[config.mk]
export PLATFORM = sky130hd
export DESIGN_NAME = playback_ctrl_flat
export DESIGN_NICKNAME = d
export VERILOG_FILES = /design/src/rtl/playback_ctrl_pkg.sv /design/src/rtl/playback_ctrl_if.sv /design/src/rtl/playback_ctrl_evt_latch.sv /design/src/rtl/playback_ctrl.sv /design/src/flat_wrapper.sv
export SDC_FILE = /design/constraint.sdc
export NUM_CORES = 1
export LEC_CHECK = 0
export ABC_AREA = 0
export BUFFER_PORTS_ARGS = -buffer_cell sky130_fd_sc_hd__buf_2
export CAP_MARGIN = 15
export CORE_MARGIN = 3
export CORE_UTILIZATION = 30
export DETAILED_ROUTE_END_ITERATION = 7
export HOLD_SLACK_MARGIN = 0.08
export SLEW_MARGIN = 0
export SYNTH_ARGS = -nofsm -noshare
export SYNTH_HDL_FRONTEND = slang
export SYNTH_SLANG_ARGS = --single-unit
[constraint.sdc]
create_clock -name clk -period 1.9 [get_ports clk]
set_input_delay 0.095 -clock clk [delete_from_list [all_inputs] [get_ports clk]]
set_output_delay 0.095 -clock clk [all_outputs]
set_load 0.02 [all_outputs]
[src/rtl/playback_ctrl_pkg.sv]
// Shared types and default constants for the playback controller.
package playback_ctrl_pkg;

  // Controller sequencing states.
  typedef enum logic [1:0] {
    ST_IDLE     = 2'd0,
    ST_SONG_REQ = 2'd1,
    ST_VOL_REQ  = 2'd2
  } state_e;

  // Direction of a pending song change.
  typedef enum logic {
    SONG_FWD  = 1'b0,
    SONG_BACK = 1'b1
  } song_dir_e;

  // Direction of a pending volume change (UP = louder = lower attenuation).
  typedef enum logic {
    VOL_UP   = 1'b0,
    VOL_DOWN = 1'b1
  } vol_dir_e;

  localparam int          DEF_SONG_NUM    = 4;
  localparam int          DEF_MAX_LEVEL   = 8;
  localparam int          DEF_INIT_LEVEL  = 4;
  localparam logic [7:0]  DEF_ATT_STEP    = 8'h10;
  localparam int          DEF_ACK_TIMEOUT = 2000;

  localparam int SONG_W  = 3;
  localparam int LEVEL_W = 4;

  // SCI_VOL word: same attenuation on left and right byte, truncated to 8 bits.
  function automatic logic [15:0] vol_word(input logic [LEVEL_W-1:0] level,
                                           input logic [7:0]         step);
    logic [7:0] att;
    att = 8'({4'd0, level} * step);
    return {att, att};
  endfunction

endpackage

[src/rtl/playback_ctrl_if.sv]
// Request/acknowledge link between the playback controller and the mp3 driver.
//
// Handshake: the controller raises a req together with a stable payload
// (o_song_select or o_vol) and holds both until it samples the matching ack
// high at a rising edge, or until it gives up after the ack timeout. The req
// drops on that edge. The driver may hold ack high for one or more cycles;
// an ack seen while no matching req is up is ignored.
interface playback_ctrl_if;
  import playback_ctrl_pkg::*;

  logic [SONG_W-1:0] o_song_select;
  logic              o_song_req;
  logic              i_song_ack;
  logic [15:0]       o_vol;
  logic              o_vol_req;
  logic              i_vol_ack;

  // Controller side.
  modport master (
    output o_song_select, o_song_req, o_vol, o_vol_req,
    input  i_song_ack, i_vol_ack
  );

  // mp3 driver side.
  modport slave (
    input  o_song_select, o_song_req, o_vol, o_vol_req,
    output i_song_ack, i_vol_ack
  );
endinterface

[src/rtl/playback_ctrl_evt_latch.sv]
// Holds one pending song change and one pending volume change. New events
// overwrite the entry (latest wins); a service clear in the same cycle as a
// new event loses to the event, since the event is newer than the one serviced.
module ctrl_evt_latch
  import playback_ctrl_pkg::*;
(
  input  logic      clk,
  input  logic      rst_n,
  input  logic      i_next,
  input  logic      i_pre,
  input  logic      i_finish_song,
  input  logic      i_vol_plus,
  input  logic      i_vol_dec,
  input  logic      i_clr_song,
  input  logic      i_clr_vol,
  output logic      o_song_pend,
  output song_dir_e o_song_dir,
  output logic      o_vol_pend,
  output vol_dir_e  o_vol_dir
);

  logic      song_pend_q;
  song_dir_e song_dir_q;
  logic      vol_pend_q;
  vol_dir_e  vol_dir_q;

  // Song entry: end-of-song and next both move forward and beat previous.
  always_ff @(posedge clk) begin
    if (!rst_n) begin
      song_pend_q <= 1'b0;
      song_dir_q  <= SONG_FWD;
    end else if (i_finish_song || i_next) begin
      song_pend_q <= 1'b1;
      song_dir_q  <= SONG_FWD;
    end else if (i_pre) begin
      song_pend_q <= 1'b1;
      song_dir_q  <= SONG_BACK;
    end else if (i_clr_song) begin
      song_pend_q <= 1'b0;
    end
  end

  // Volume entry: simultaneous up and down cancel and leave the entry alone.
  always_ff @(posedge clk) begin
    if (!rst_n) begin
      vol_pend_q <= 1'b0;
      vol_dir_q  <= VOL_UP;
    end else if (i_vol_plus ^ i_vol_dec) begin
      vol_pend_q <= 1'b1;
      vol_dir_q  <= i_vol_plus ? VOL_UP : VOL_DOWN;
    end else if (i_clr_vol) begin
      vol_pend_q <= 1'b0;
    end
  end

  assign o_song_pend = song_pend_q;
  assign o_song_dir  = song_dir_q;
  assign o_vol_pend  = vol_pend_q;
  assign o_vol_dir   = vol_dir_q;

endmodule

[src/rtl/playback_ctrl.sv]
// Playback controller: turns command pulses into song-select and SCI volume
// updates, each delivered to the mp3 driver over req/ack with an ack timeout.
module playback_ctrl
  import playback_ctrl_pkg::*;
#(
  parameter int         SONG_NUM    = DEF_SONG_NUM,
  parameter int         MAX_LEVEL   = DEF_MAX_LEVEL,
  parameter int         INIT_LEVEL  = DEF_INIT_LEVEL,
  parameter logic [7:0] ATT_STEP    = DEF_ATT_STEP,
  parameter int         ACK_TIMEOUT = DEF_ACK_TIMEOUT
) (
  input  logic               clk,
  input  logic               rst_n,
  input  logic               i_next,
  input  logic               i_pre,
  input  logic               i_vol_plus,
  input  logic               i_vol_dec,
  input  logic               i_pause,
  input  logic               i_finish_song,
  playback_ctrl_if.master    mp3,
  output logic [LEVEL_W-1:0] o_vol_level,
  output logic               o_pause,
  output logic               o_busy,
  output logic               o_timeout,
  output state_e             o_state_dbg
);

  localparam int                 CNT_W      = $clog2(ACK_TIMEOUT + 1);
  localparam logic [CNT_W-1:0]   CNT_LAST   = CNT_W'(ACK_TIMEOUT - 1);
  localparam logic [SONG_W-1:0]  SONG_LAST  = SONG_W'(SONG_NUM - 1);
  localparam logic [LEVEL_W-1:0] LEVEL_MAX  = LEVEL_W'(MAX_LEVEL);
  localparam logic [LEVEL_W-1:0] LEVEL_INIT = LEVEL_W'(INIT_LEVEL);

  state_e              state_q;
  logic [SONG_W-1:0]   song_sel_q;
  logic                song_req_q;
  logic [LEVEL_W-1:0]  level_q;
  logic [15:0]         vol_q;
  logic                vol_req_q;
  logic                timeout_q;
  logic [CNT_W-1:0]    cnt_q;
  logic                pause_q;
  logic                pause_d;

  logic                song_pend;
  song_dir_e           song_dir;
  logic                vol_pend;
  vol_dir_e            vol_dir;
  logic                issue_song;
  logic                issue_vol;
  logic [SONG_W-1:0]   song_nxt;
  logic [LEVEL_W-1:0]  level_nxt;

  // Song has priority over volume when both are waiting in IDLE.
  assign issue_song = (state_q == ST_IDLE) && song_pend;
  assign issue_vol  = (state_q == ST_IDLE) && !song_pend && vol_pend;

  ctrl_evt_latch u_evt_latch (
    .clk           (clk),
    .rst_n         (rst_n),
    .i_next        (i_next),
    .i_pre         (i_pre),
    .i_finish_song (i_finish_song),
    .i_vol_plus    (i_vol_plus),
    .i_vol_dec     (i_vol_dec),
    .i_clr_song    (issue_song),
    .i_clr_vol     (issue_vol),
    .o_song_pend   (song_pend),
    .o_song_dir    (song_dir),
    .o_vol_pend    (vol_pend),
    .o_vol_dir     (vol_dir)
  );

  // Next song index (wrapping) and next attenuation level (saturating).
  always_comb begin
    song_nxt  = song_sel_q;
    level_nxt = level_q;
    if (song_dir == SONG_FWD) begin
      song_nxt = (song_sel_q == SONG_LAST) ? '0 : song_sel_q + 1'b1;
    end else begin
      song_nxt = (song_sel_q == '0) ? SONG_LAST : song_sel_q - 1'b1;
    end
    if (vol_dir == VOL_UP) begin
      level_nxt = (level_q == '0) ? '0 : level_q - 1'b1;
    end else begin
      level_nxt = (level_q >= LEVEL_MAX) ? LEVEL_MAX : level_q + 1'b1;
    end
  end

  // Pause toggles directly; starting a song change always un-pauses.
  always_comb begin
    pause_d = pause_q;
    if (issue_song) begin
      pause_d = 1'b0;
    end else if (i_pause) begin
      pause_d = ~pause_q;
    end
  end

  // Pause state register.
  always_ff @(posedge clk) begin
    if (!rst_n) begin
      pause_q <= 1'b0;
    end else begin
      pause_q <= pause_d;
    end
  end

  // Request sequencer with registered payloads, reqs and timeout pulse.
  always_ff @(posedge clk) begin
    if (!rst_n) begin
      state_q    <= ST_IDLE;
      song_sel_q <= '0;
      song_req_q <= 1'b0;
      level_q    <= LEVEL_INIT;
      vol_q      <= vol_word(LEVEL_INIT, ATT_STEP);
      vol_req_q  <= 1'b0;
      timeout_q  <= 1'b0;
      cnt_q      <= '0;
    end else begin
      timeout_q <= 1'b0;
      case (state_q)
        ST_IDLE: begin
          if (issue_song) begin
            song_sel_q <= song_nxt;
            song_req_q <= 1'b1;
            cnt_q      <= '0;
            state_q    <= ST_SONG_REQ;
          end else if (issue_vol) begin
            level_q    <= level_nxt;
            vol_q      <= vol_word(level_nxt, ATT_STEP);
            vol_req_q  <= 1'b1;
            cnt_q      <= '0;
            state_q    <= ST_VOL_REQ;
          end
        end
        ST_SONG_REQ: begin
          if (mp3.i_song_ack) begin
            song_req_q <= 1'b0;
            state_q    <= ST_IDLE;
          end else if (cnt_q == CNT_LAST) begin
            song_req_q <= 1'b0;
            timeout_q  <= 1'b1;
            state_q    <= ST_IDLE;
          end else begin
            cnt_q <= cnt_q + 1'b1;
          end
        end
        ST_VOL_REQ: begin
          if (mp3.i_vol_ack) begin
            vol_req_q <= 1'b0;
            state_q   <= ST_IDLE;
          end else if (cnt_q == CNT_LAST) begin
            vol_req_q <= 1'b0;
            timeout_q <= 1'b1;
            state_q   <= ST_IDLE;
          end else begin
            cnt_q <= cnt_q + 1'b1;
          end
        end
        default: begin
          song_req_q <= 1'b0;
          vol_req_q  <= 1'b0;
          state_q    <= ST_IDLE;
        end
      endcase
    end
  end

  assign mp3.o_song_select = song_sel_q;
  assign mp3.o_song_req    = song_req_q;
  assign mp3.o_vol         = vol_q;
  assign mp3.o_vol_req     = vol_req_q;
  assign o_vol_level       = level_q;
  assign o_pause           = pause_q;
  assign o_busy            = (state_q != ST_IDLE);
  assign o_timeout         = timeout_q;
  assign o_state_dbg       = state_q;

endmodule

[src/flat_wrapper.sv]
// flat-port wrapper written by rule: the top's interface ports become plain ports
module playback_ctrl_flat import playback_ctrl_pkg::*;
#(
  parameter int         SONG_NUM    = DEF_SONG_NUM,
  parameter int         MAX_LEVEL   = DEF_MAX_LEVEL,
  parameter int         INIT_LEVEL  = DEF_INIT_LEVEL,
  parameter logic [7:0] ATT_STEP    = DEF_ATT_STEP,
  parameter int         ACK_TIMEOUT = DEF_ACK_TIMEOUT
)
  (clk, rst_n, i_next, i_pre, i_vol_plus, i_vol_dec, i_pause, i_finish_song, o_vol_level, o_pause, o_busy, o_timeout, o_state_dbg, mp3_o_song_select, mp3_o_song_req, mp3_o_vol, mp3_o_vol_req, mp3_i_song_ack, mp3_i_vol_ack);
  playback_ctrl_if mp3_i ();
  input  logic clk;
  input  logic rst_n;
  input  logic i_next;
  input  logic i_pre;
  input  logic i_vol_plus;
  input  logic i_vol_dec;
  input  logic i_pause;
  input  logic i_finish_song;
  output logic [LEVEL_W-1:0] o_vol_level;
  output logic o_pause;
  output logic o_busy;
  output logic o_timeout;
  output state_e o_state_dbg;
  output wire logic [$bits(mp3_i.o_song_select)-1:0] mp3_o_song_select;
  output wire logic [$bits(mp3_i.o_song_req)-1:0] mp3_o_song_req;
  output wire logic [$bits(mp3_i.o_vol)-1:0] mp3_o_vol;
  output wire logic [$bits(mp3_i.o_vol_req)-1:0] mp3_o_vol_req;
  input wire logic [$bits(mp3_i.i_song_ack)-1:0] mp3_i_song_ack;
  input wire logic [$bits(mp3_i.i_vol_ack)-1:0] mp3_i_vol_ack;
  assign mp3_o_song_select = mp3_i.o_song_select;
  assign mp3_o_song_req = mp3_i.o_song_req;
  assign mp3_o_vol = mp3_i.o_vol;
  assign mp3_o_vol_req = mp3_i.o_vol_req;
  assign mp3_i.i_song_ack = mp3_i_song_ack;
  assign mp3_i.i_vol_ack = mp3_i_vol_ack;
  playback_ctrl #(.SONG_NUM(SONG_NUM), .MAX_LEVEL(MAX_LEVEL), .INIT_LEVEL(INIT_LEVEL), .ATT_STEP(ATT_STEP), .ACK_TIMEOUT(ACK_TIMEOUT)) u_core (.clk(clk), .rst_n(rst_n), .i_next(i_next), .i_pre(i_pre), .i_vol_plus(i_vol_plus), .i_vol_dec(i_vol_dec), .i_pause(i_pause), .i_finish_song(i_finish_song), .mp3(mp3_i), .o_vol_level(o_vol_level), .o_pause(o_pause), .o_busy(o_busy), .o_timeout(o_timeout), .o_state_dbg(o_state_dbg));
endmodule
-- Yosys cells after proc, flatten, opt, wreduce, memory -nomap -nowiden
Index checks and enable logic that the tools add are counted.
W data, S select, Z words.
- reductions and logical operators: 19
- eq/ne operators: 12
- shifts and indexed selects: 0
- mux-type cells: 36
- divide/modulo/power cells: 0
- bitwise gates (word level): 6
- $add $sub $neg: 5
- magnitude comparators: 1
- multipliers: 0
- operators by type and width (operator ; count):
    $mux W11 ; 5
    $pmux W11 S3 ; 1
    $mux W1 ; 15
    $mux W4 ; 3
    $add A11 B1 Y11 const B ; 1
    $eq A11 B11 Y1 const B ; 1
    $mux W2 ; 5
    $mux W3 ; 3
    $reduce_and A4 Y1 ; 2
    $ne A2 B2 Y1 const B ; 3
    $ne A3 B2 Y1 const B ; 2
    $pmux W1 S3 ; 2
    $pmux W2 S3 ; 1
    $reduce_and A3 Y1 ; 2
    $reduce_bool A3 Y1 ; 2
    $not A1 Y1 ; 5
    $add A4 B1 Y4 const B ; 1
    $ge A4 B4 Y1 const B ; 1
    $logic_not A4 Y1 ; 1
    $ne A2 B1 Y1 const B ; 2
    $reduce_bool A2 Y1 ; 2
    $reduce_or A2 Y1 ; 2
    $sub A4 B1 Y4 const B ; 1
    $add A3 B1 Y3 const B ; 1
    other kinds (13) ; 15
- bits in writable memories: 0
- input port bits: 10
- memories kept: 0
- memory bits (read-only): 0
- flip-flop bits (word level): 36
- bits in latches: 0
- output and inout bits: 30

-- Logic depth before layout (Yosys ltp)
Gate-level depths: netlist of the first run.
- depth in word-level cells: 6
- depth in mapped cells: 7
- mapped depth without buffers: 6

-- Hierarchy
A second synthesis of the first run with hierarchy kept.
- cells, all modules: 211
- area, all modules: 1786.7 µm²
- modules (own cells, without submodules) (module ; sequential area each (µm²) ; cells an instance ; instances ; area an instance (µm²)):
    playback_ctrl ; 480.5 ; 197 ; 1 ; 1632.8
    ctrl_evt_latch ; 80.1 ; 14 ; 1 ; 153.9

-- Worst setup path after synthesis of the first run
Ideal clock, no wire load.
- path kind: register to register
- start: register u_core.state_q[0], in the netlist u_core.o_state_dbg[0]
- end: register u_core.cnt_q[4]
- buffers on the path: 1
- stages on the path, launching flop included: 8
- data arrival time: 1.944 ns
- library setup time: 0.066 ns
- setup slack: -0.110 ns
- required time: 1.834 ns
- cells stage by stage: dfxtp_1 -> inv_1 -> ha_1 -> a221oi_2 -> nand2_2 -> buf_6 -> or4_4 -> a21oi_2
- word-level cells in the longest chain between the ends: 5
- elaborated cells on any way between the ends: 13
- classes of those cells: eq/ne: 5; mux: 2; reduce/logical: 6
- ends and longest elaborated chain (item ; RTL line ; RTL):
    start: declaration ; playback_ctrl.sv:34 ; state_e state_q;
    start signal: assignment ; playback_ctrl.sv:112 ; state_q <= ST_IDLE;
    start signal: assignment ; playback_ctrl.sv:128 ; state_q <= ST_SONG_REQ;
    start signal: assignment ; playback_ctrl.sv:134 ; state_q <= ST_VOL_REQ;
    $logic_not A2 Y1 ; playback_ctrl.sv:55, playback_ctrl.sv:56, playback_ctrl.sv:122 ;
    $logic_and A1 B1 Y1 (2 in series) ; playback_ctrl.sv:56 ; assign issue_vol = (state_q == ST_IDLE) && !song_pend && vol_pend;
    $ne A3 B1 Y1 (no source line) ; -- ;
    $reduce_and A4 Y1 (no source line) ; -- ;
    end signal: assignment ; playback_ctrl.sv:146 ; cnt_q <= cnt_q + 1'b1;
    end signal: assignment ; playback_ctrl.sv:158 ; cnt_q <= cnt_q + 1'b1;
    end: declaration ; playback_ctrl.sv:41 ; logic [CNT_W-1:0] cnt_q;
Several ways; a longest one is shown, not always the timed one.
A chain may end at the register's enable or synchronous reset.

-- Worst setup path after layout of the first run
- start: register u_core.state_q[0], in the netlist u_core.o_state_dbg[0]
- end: register u_core.cnt_q[8]
The elaborated chain is that of the path after synthesis.

==> flow_summary.ini, run 1 <==
[route]
finalWirelength_um = 3906
routedWlPerCell_um = 12.44
num_vias = 1580
post-route-drc-count = 0
ant_nets = 0
drtPass1Iterations = 4
via_per_inst = 5.032
drt_iter0_drc = 100

[synthesis]
synth_edf_count = 0
synth_xor_area_share_pct = 1.483
synthMuxAreaShare_pct = 0
syn_inst = 205
synth-simple-area-share_pct = 25.64
yosysTopAreaCell = dfxtp_1
synth_adder_area_share_pct = 7.627
synth_compound_area_share_pct = 21.82
yosysWarningCount = 0
synth_top_family_by_area = simple AND/OR/NAND/NOR gates
synth_cell_types = 53
ys_ff_latch = 28
synthMostInstantiatedCell = dfxtp_1
synth_top_area_share_pct = 31.64
netlist_top_cells_count = dfxtp_1 (28), buf_4 (16), a21oi_1 (13)
ys.flop_type = dfxtp_1
synth-async-reset-ratio_pct = 0
yosysSeqAreaShare_pct = 31.64
avgSynthCellArea_sq_um = 8.642
syn_area_sq_mm = 0.001772
synth.area.top_cells = dfxtp_1 (32%), ha_1 (7.1%), buf_4 (6.8%)

[final_layout]
final_core_util_pct = 37.97
design_area_sq_mm = 0.002130
nNetsFinal = 263
antenna_cells = 0
synthToLayoutAreaGrowth_pct = 20.20
fin_cells = 314
n_fill_cell = 594
drive_gt1_share_pct = 27.69

[clock_network]
htreeDepth = 1
cts_buffers = 3
clkTransAtPathRegs_ns = 0.10
cts_tree = built
ctsRootBufferMaster = clkbuf_8
clkLatencyLatePin_ns = 0.28
clk_path_buf_depth = 2
clock_sinks = 28

[timing]
timing.hold.ws_ns = 0.1562
finalHoldViolations = 0
rsz0062_at_grt = true
setup_viol = 0
worst_slack_ns = 0.04631
clock_skew_ns = 0.006098
clock.fmax_ghz = 0.5395
post-route-min-period_ns = 1.854
fin_crit_sh_pct = 97.56
maxSlewViolCount = 0

[worst_setup_path]
path_buf_inv = 1
path_max_fanout = 5
start_kind = flop
critical_path_class = flop to flop
worstPathRequired_ns = 2.12
slowest_delay_ns = 0.43
end_kind = flop
arrival_ns = 2.08
r2r_slack_ns = 0.05
path_cells = inv_4, ha_4, a221oi_4, nand4b_1, or3_1, a21oi_2
cp_top_family = simple AND/OR/NAND/NOR gates
slowest_stage = or3_1

[pwr]
combPwrFrac_pct = 28.2
clockPowerShare_pct = 26.2
internal_power_uw = 978.8
power.leakage_uw = 0.0008562
sequentialPowerShare_pct = 45.7
p_sw_uw = 462.1
worst_ir_drop_vdd_mv = 0.2758
p_sw_share_pct = 32.07
p_per_area_mw_per_mm2 = 676.6

[place]
dp_cells = 301
pre_cts_ws_ns = -0.01251
hpwl_um = 2795
gp_congestion = 0.8474
dpl-instance-area_sq_mm = 0.001934
port-buffer-count = 31

[global_routing]
antenna_found_initial = 0
grt_pass1_wl_um = 6920
grt_use_total_pct = 11.59
grt_pass1_vias = 1496
grt_max_degree = 23
grt_overflow = 0

[job]
cap_violations = 0

[status]
status = finished, final reports clean

[die]
fp.dieArea_sq_mm = 0.006864
die_w_um = 82.85
die_h_um = 82.85
core_sq_mm = 0.005608
start_util_pct = 31.59
io-pin-count = 40
rows = 27

[min_path]
hold_class = primary input to flop
placed cells by master (no fill, tap or decap), types with 3 or more instances in the layout:
| master | count |
|---|---|
| nor3b_1 | 5 |
| a31oi_1 | 4 |
| a21boi_0 | 4 |
| or3_1 | 3 |
| inv_1 | 9 |
| ha_1 | 7 |
| a21oi_1 | 11 |
| nand2b_1 | 4 |
| o21ai_0 | 10 |
| nor2_1 | 7 |
| nor2b_1 | 6 |
| or4_1 | 5 |
| conb_1 | 8 |
| nand4_1 | 4 |
| dlygate4sd3_1 | 4 |
| and2_1 | 3 |
| a21oi_2 | 3 |
| buf_2 | 31 |
| o21a_1 | 3 |
| nand3_1 | 6 |
| clkbuf_8 | 4 |
| nand2_1 | 11 |
| buf_4 | 10 |
| o31ai_1 | 6 |
| dfxtp_1 | 26 |
path summary, 6_finish.rpt:
path / cells past startpoint / to / from
worst max-delay path: 6 / u_core.cnt_q[8]$_SDFFE_PN0P_ / u_core.o_state_dbg[0]$_SDFFE_PN0P_
worst min-delay path: 3 / u_core.u_evt_latch.o_vol_pend$_SDFFE_PN0P_ / i_vol_plus
worst max register to register: 6 / u_core.cnt_q[8]$_SDFFE_PN0P_ / u_core.o_state_dbg[0]$_SDFFE_PN0P_
worst min register to register: 1 / u_core.mp3.o_vol_req$_SDFFE_PN0P_ / u_core.mp3.o_vol_req$_SDFFE_PN0P_
worst reg2reg max path, delay by kind of cell (launching register included):
family | cells | cell delay [ns]
AND/OR/NAND/NOR | 2 | 0.72
buffers and inverters | 1 | 0.05
adder cells (fa/ha/maj) | 1 | 0.16
flip-flops | 1 | 0.41
AO/OA/AOI/OAI | 2 | 0.47
sequential cells by signal, summed over array words and instances, names as in the netlist, 2 cells and up:
| signal | count |
|---|---|
| u_core.o_vol_level | 3 |
| u_core.cnt_q | 11 |
| u_core.o_state_dbg | 2 |
| u_core.mp3.o_song_select | 3 |
through the flow:
stage,power (uW),setup TNS [ns]
finish,1441,0
global route,1540,-0.09230
CTS,1433,0
detailed placement,1026,-0.02973
global placement,1023,0
floorplan,940.6,0
layer usage:
metal  up-vias  track usage (%)  part of all wire, %
met4         0            4.309                  2.0
li1        806                -                    -
met5         -                0                    0
met2        36            19.02                   46
met3         6            2.381                  3.9
met1       732            14.94                   48
logic make-up (layout without fill, tap and decap cells):
| kind of cell | Yosys count | count (layout) |
|---|---|---|
| flops | 28 | 28 |
| other cells | 1 | 8 |
| xor+xnor | 3 | 3 |
| fa+ha+maj | 11 | 11 |
| compound gates | 57 | 57 |
| buf+inv | 32 | 61 |
| simple gates | 73 | 74 |
layout make-up:
class / instances / area (sq um) / share of cell area (%)
Clock buffer: 4 / 55.05 / 2.585
Inverter: 11 / 43.79 / 2.056
Sequential cell: 28 / 568.0 / 26.67
Tap cell: 72 / 90.09 / 4.230
Timing Repair Buffer: 46 / 281.5 / 13.22
Multi-Input combinational cell: 153 / 1091 / 51.23
what timing repair did:
item,in CTS,in global routing
endpoints found under the setup margin,4,12
resized for setup,0,17
hold endpoints to repair,2,0
cloned,1,0
pin swaps,2,8
hold buffers,4,0
setup buffers,3,1
power by group through the flow:
stage                     logic (uW)  registers [uW]  clock network (uW)
after CTS                        386             655                 392
after floorplan                  253             688                   0
after detailed placement         357             669                   0
after global routing             454             667                 419
final                            406             658                 377
after global placement           355             668                   0
Note: power is estimated with default switching activity, not from simulation.
==> run 2, diff against run 1 <==
HOLD_SLACK_MARGIN = not set   (was 0.08)
PLACE_DENSITY = 0.56   (was not set)
clock period = 2.4 ns   (was 1.9 ns; I/O delays follow)
==> flow_summary.ini, run 2 (synthesis gave the netlist of run 1 again) <==
[worst_setup_path]
r2r-start = u_core.o_state_dbg[0]$_SDFFE_PN0P_
slowest_stage = or4_1
end_kind = flop
arrival_ns = 2.30
start_kind = flop
path_max_fanout = 15
worstPathRequired_ns = 2.61
critPathLaunch = u_core.o_state_dbg[0]$_SDFFE_PN0P_
critical_path_class = flop to flop
r2r_end = u_core.cnt_q[9]$_SDFFE_PN0P_
reg2reg_depth = 6
path_cells = inv_1, ha_1, a221oi_2, nand2_2, or4_1, a21oi_1
r2r_slack_ns = 0.30
slowest_delay_ns = 0.51
cp-endpoint = u_core.cnt_q[9]$_SDFFE_PN0P_

[final_layout]
layout_commonest_cell = buf_2
largest_reg_flops = 11
nNetsFinal = 249
top_register = u_core.cnt_q
drive_gt1_share_pct = 19.30
n_fill_cell = 597
final_cell_mix = buf_2 (31), dfxtp_1 (28), a21oi_1 (13)
antenna_cells = 0
synthToLayoutAreaGrowth_pct = 10.31

[timing]
tns_ns = 0
clock.fmax_ghz = 0.4765
finalHoldViolations = 0
setup_viol = 0
post-route-min-period_ns = 2.099
timing.hold.ws_ns = 0.09230
fin_crit_sh_pct = 87.44
maxSlewViolCount = 0
rsz0062_at_grt = false
clock_skew_ns = 0.003445

[pwr]
p_sw_share_pct = 31.79
p_per_area_mw_per_mm2 = 548.9
combPwrFrac_pct = 24.4
p_sw_uw = 341.0
sequentialPowerShare_pct = 48.5
power.leakage_uw = 0.0007835
worst_ir_drop_vdd_mv = 0.2511
internal_power_uw = 731.8
clockPowerShare_pct = 27.1

[global_routing]
grt_pass1_wl_um = 6382
grt_pass1_vias = 1358
met2_usage_pct = 16.47
grt_max_degree = 23
use_met1_pct = 15.25
grt_use_total_pct = 10.91
busiest_layer = met2
antenna_found_initial = 0
grt_overflow = 0
use_met3_pct = 2.282

[clock_network]
postCtsResizedCells = 0
clkLatencyLatePin_ns = 0.27
ctsRootBufferMaster = clkbuf_8
cts_buffers = 3
cts_tree = built
clk_path_buf_depth = 2
clock_sinks = 28
post-cts-setup-buffer-count = 0
hold_buffers = 2
clkTransAtPathRegs_ns = 0.09
htreeDepth = 1

[route]
finalWirelength_um = 3614
drtPass1Iterations = 4
ant_nets = 0
via_per_inst = 4.983
num_vias = 1495
post-route-drc-count = 0
routedWlPerCell_um = 12.05
drt_iter0_drc = 90

[min_path]
hold_class = primary input to flop

[place]
gp_congestion = 0.7693
port-buffer-count = 31
hpwl_um = 2685

[die]
die_w_um = 82.85
fp.dieArea_sq_mm = 0.006864
start_util_pct = 31.59
die_h_um = 82.85
core_sq_mm = 0.005608
io-pin-count = 40
rows = 27

[status]
status = finished, final reports clean

[job]
cap_violations = 0
[run 2: how the worst min path moves through the flow]
stage	from	to	cells after the start
floorplan	i_next	u_core.u_evt_latch.o_song_dir$_SDFFE_PP0P_	1
global placement	i_next	u_core.u_evt_latch.o_song_dir$_SDFFE_PP0P_	2
detailed placement	i_next	u_core.u_evt_latch.o_song_dir$_SDFFE_PP0P_	2
CTS	i_next	u_core.u_evt_latch.o_song_pend$_SDFFE_PN0P_	2
global route	i_next	u_core.u_evt_latch.o_song_pend$_SDFFE_PN0P_	2
finish	i_next	u_core.u_evt_latch.o_song_pend$_SDFFE_PN0P_	2
[run 2: cell type report]
class / count / area, sq um / area share, %
multi-input cells: 152 / 1032 / 52.82
flip-flops and latches: 28 / 560.5 / 28.68
repair buffers: 33 / 175.2 / 8.963
well taps: 72 / 90.09 / 4.609
clock buffers: 4 / 55.05 / 2.817
inverters: 11 / 41.29 / 2.113
[run 2: stage by stage]
step                      total power (uW)  instance area, sq um  util [%]  std cells  setup WS (ns)
after detailed placement             791.9                  1879     33.51        294         0.3264
after floorplan                      744.1                  1798         -        212         0.3900
after CTS                             1097                  1954     34.85        300         0.2763
after global routing                  1152                  1954     34.85        300         0.1105
after global placement               791.3                  1879     33.51        294         0.4299
final                                 1073                  1954     34.85        300         0.3014
[run 2: layer usage]
layer,wire (um),vias to the layer above,part of all wire (%)
met1,1874,677,52
met5,0,-,0
met4,51,0,1.4
met2,1541,34,43
li1,-,780,-
met3,147,4,4.1
[run 2: power groups by stage]
stage	registers (uW)	clock network (uW)	logic (uW)
3_3_place_gp	531	0	260
2_1_floorplan	544	0	200
3_5_place_dp	531	0	261
4_1_cts	520	312	264
5_1_grt	527	330	295
6_report	520	291	262
[run 2: worst max-delay path, delay by kind of cell, from the launching register on]
family / cells / cell delay (ns)
and+or+nand+nor: 2 / 0.75
adders and majority gates: 1 / 0.25
DFF: 1 / 0.41
AOI/OAI and AO/OA: 2 / 0.53
buffers and inverters: 1 / 0.09
==> run 3, diff against run 2 <==
ABC_AREA = 1   (was 0)
==> flow_summary.ini, run 3 <==
[clock_network]
htreeDepth = 1
post-cts-setup-buffer-count = 0
clock_sinks = 28
cts_buffers = 3
hold_buffers = 0
postCtsResizedCells = 0
clkLatencyLatePin_ns = 0.28
cts_tree = built
clk_path_buf_depth = 2
clkTransAtPathRegs_ns = 0.10
ctsRootBufferMaster = clkbuf_8

[pwr]
p_per_area_mw_per_mm2 = 544.6
p_sw_uw = 378.5
combPwrFrac_pct = 26.6
p_sw_share_pct = 33.97
total_power_uw = 1114
sequentialPowerShare_pct = 46.9
worst_ir_drop_vdd_mv = 0.2433
internal_power_uw = 735.6
clockPowerShare_pct = 26.5
power.leakage_uw = 0.001018

[synthesis]
syn_inst = 285
synth_top_area_share_pct = 30.05
syn_area_sq_mm = 0.001866
ys.flop_type = dfxtp_1
yosysSeqAreaShare_pct = 30.05
synth.area.top_cells = dfxtp_1 (30%), nand2_1 (14%), inv_1 (8.5%)
synth-async-reset-ratio_pct = 0
avgSynthCellArea_sq_um = 6.546
yosysTopAreaCell = dfxtp_1
netlist_top_cells_count = nand2_1 (70), inv_1 (42), nor2_1 (38)
yosysWarningCount = 0
synth_cell_types = 31
ys_ff_latch = 28
synthMostInstantiatedCell = nand2_1
synth_edf_count = 0

[die]
start_util_pct = 31.32
io-pin-count = 40
die_w_um = 84.86
die_h_um = 84.86
core_sq_mm = 0.005956
fp.dieArea_sq_mm = 0.007200
rows = 28

[route]
num_vias = 1700
post-route-drc-count = 0
ant_nets = 0
finalWirelength_um = 3836
via_per_inst = 4.450
routedWlPerCell_um = 10.04
drt_iter0_drc = 89
drtPass1Iterations = 5

[place]
port-buffer-count = 31
gp_congestion = 0.7765
hpwl_um = 2972

[timing]
clock_skew_ns = 0.007275
finalHoldViolations = 0
tightest_slew_ns = 0.5839
maxSlewViolCount = 0
tns_ns = 0
maxSlewHeadroom_pct = 61.03
clock.fmax_ghz = 0.5243
fin_crit_sh_pct = 79.47
setup_viol = 0
rsz0062_at_grt = false
post-route-min-period_ns = 1.907

[final_layout]
final_cell_mix = nand2_1 (70), inv_1 (42), nor2_1 (38)
top_register = u_core.cnt_q
drive_gt1_share_pct = 14.98
synthToLayoutAreaGrowth_pct = 9.658
nNetsFinal = 328
layout_commonest_cell = nand2_1
antenna_cells = 0
largest_reg_flops = 11

[worst_setup_path]
path_cells = inv_1, ha_1, nand2_2, nor2_2, nor2_2, nand2_4, o21ai_0, nor2_1
end_kind = flop
worstPathRequired_ns = 2.58
path_max_fanout = 11
critical_path_class = flop to flop
start_kind = flop
crit_top_cell = nor2_2
arrival_ns = 2.09
slowest_delay_ns = 0.42
slowest_stage = nor2_2

[global_routing]
grt_max_degree = 17
grt_pass1_wl_um = 6610
grt_pass1_vias = 1492
antenna_found_initial = 0
grt_overflow = 0
grt_use_total_pct = 10.67

[status]
status = finished, final reports clean

[min_path]
hold_class = primary input to flop

[job]
cap_violations = 0
[run 3: cell types whose count changed after synthesis, moves of 4 or more]
| cell | previous run | this run |
|---|---|---|
| inv_1 | 11 | 42 |
| or4_1 | 6 | 0 |
| nor2_1 | 7 | 38 |
| nor3b_1 | 5 | 0 |
| o31ai_1 | 6 | 1 |
| nand3_1 | 6 | 24 |
| nand2_1 | 11 | 70 |
| nand2b_1 | 4 | 0 |
| nor2b_1 | 6 | 0 |
| a21boi_0 | 4 | 0 |
[run 3: path summary, 6_finish.rpt]
path,slack [ns],cells past startpoint,end,start
worst max-delay path,0.49,8,u_core.cnt_q[0]$_SDFFE_PN0P_,u_core.o_state_dbg[0]$_SDFFE_PN0P_
worst min-delay path,0.07,3,u_core.u_evt_latch.o_song_pend$_SDFFE_PN0P_,i_pre
worst max register to register,0.49,8,u_core.cnt_q[0]$_SDFFE_PN0P_,u_core.o_state_dbg[0]$_SDFFE_PN0P_
worst min register to register,0.46,2,u_core.mp3.o_vol_req$_SDFFE_PN0P_,u_core.mp3.o_vol_req$_SDFFE_PN0P_
[run 3: worst max-delay path, delay by kind of cell (launching register included)]
kind	cells	cell delay, ns
buffers and inverters	1	0.08
flip-flops	1	0.40
AND/OR/NAND/NOR	5	0.82
adder cells (fa/ha/maj)	1	0.29
AO/OA/AOI/OAI	1	0.21
[run 3: metrics by stage]
stage	cells	setup slack [ns]	utilization, %	hold slack [ns]	cell area [sq um]
2_1_floorplan	292	0.6733	-	0.2368	1892
3_3_place_gp	378	0.5893	33.42	0.3483	1991
3_5_place_dp	378	0.4924	33.42	0.3502	1991
4_1_cts	382	0.4967	34.35	0.05505	2046
5_1_grt	382	0.3293	34.35	0.06349	2046
6_report	382	0.4928	34.35	0.06563	2046
[run 3: power groups by stage]
stage               clock network (uW)  logic (uW)  registers [uW]
finish                             295         296             522
global route                       324         335             529
CTS                                312         299             523
detailed placement                   0         299             534
global placement                     0         298             533
floorplan                            0         227             553
[run 3: per-layer routing]
layer  track usage [%]  share of wire [%]  vias to the layer above
met5                 0                  0                        -
met4             1.727               0.76                        0
met3             1.553                6.0                        4
met2             16.94                 42                       45
met1             15.61                 51                      734
li1                  -                  -                      917
[run 3: logic make-up after synthesis]
family / count (synthesis) / synth area share, %
DFF: 28 / 30.05
adders and majority gates: 10 / 6.707
AOI/OAI and AO/OA: 33 / 10.06
buffers and inverters: 64 / 17.04
other: 1 / 0.2010
and+or+nand+nor: 146 / 34.54
xor gates and xnor gates: 3 / 1.409
[run 3: area by class of cell]
type	instances	area (sq um)
inverters	44	167.7
repair buffers	31	155.1
clock buffers	4	55.05
flip-flops and latches	28	560.5
fillers	658	3910
multi-input cells	200	1013
well taps	75	93.84
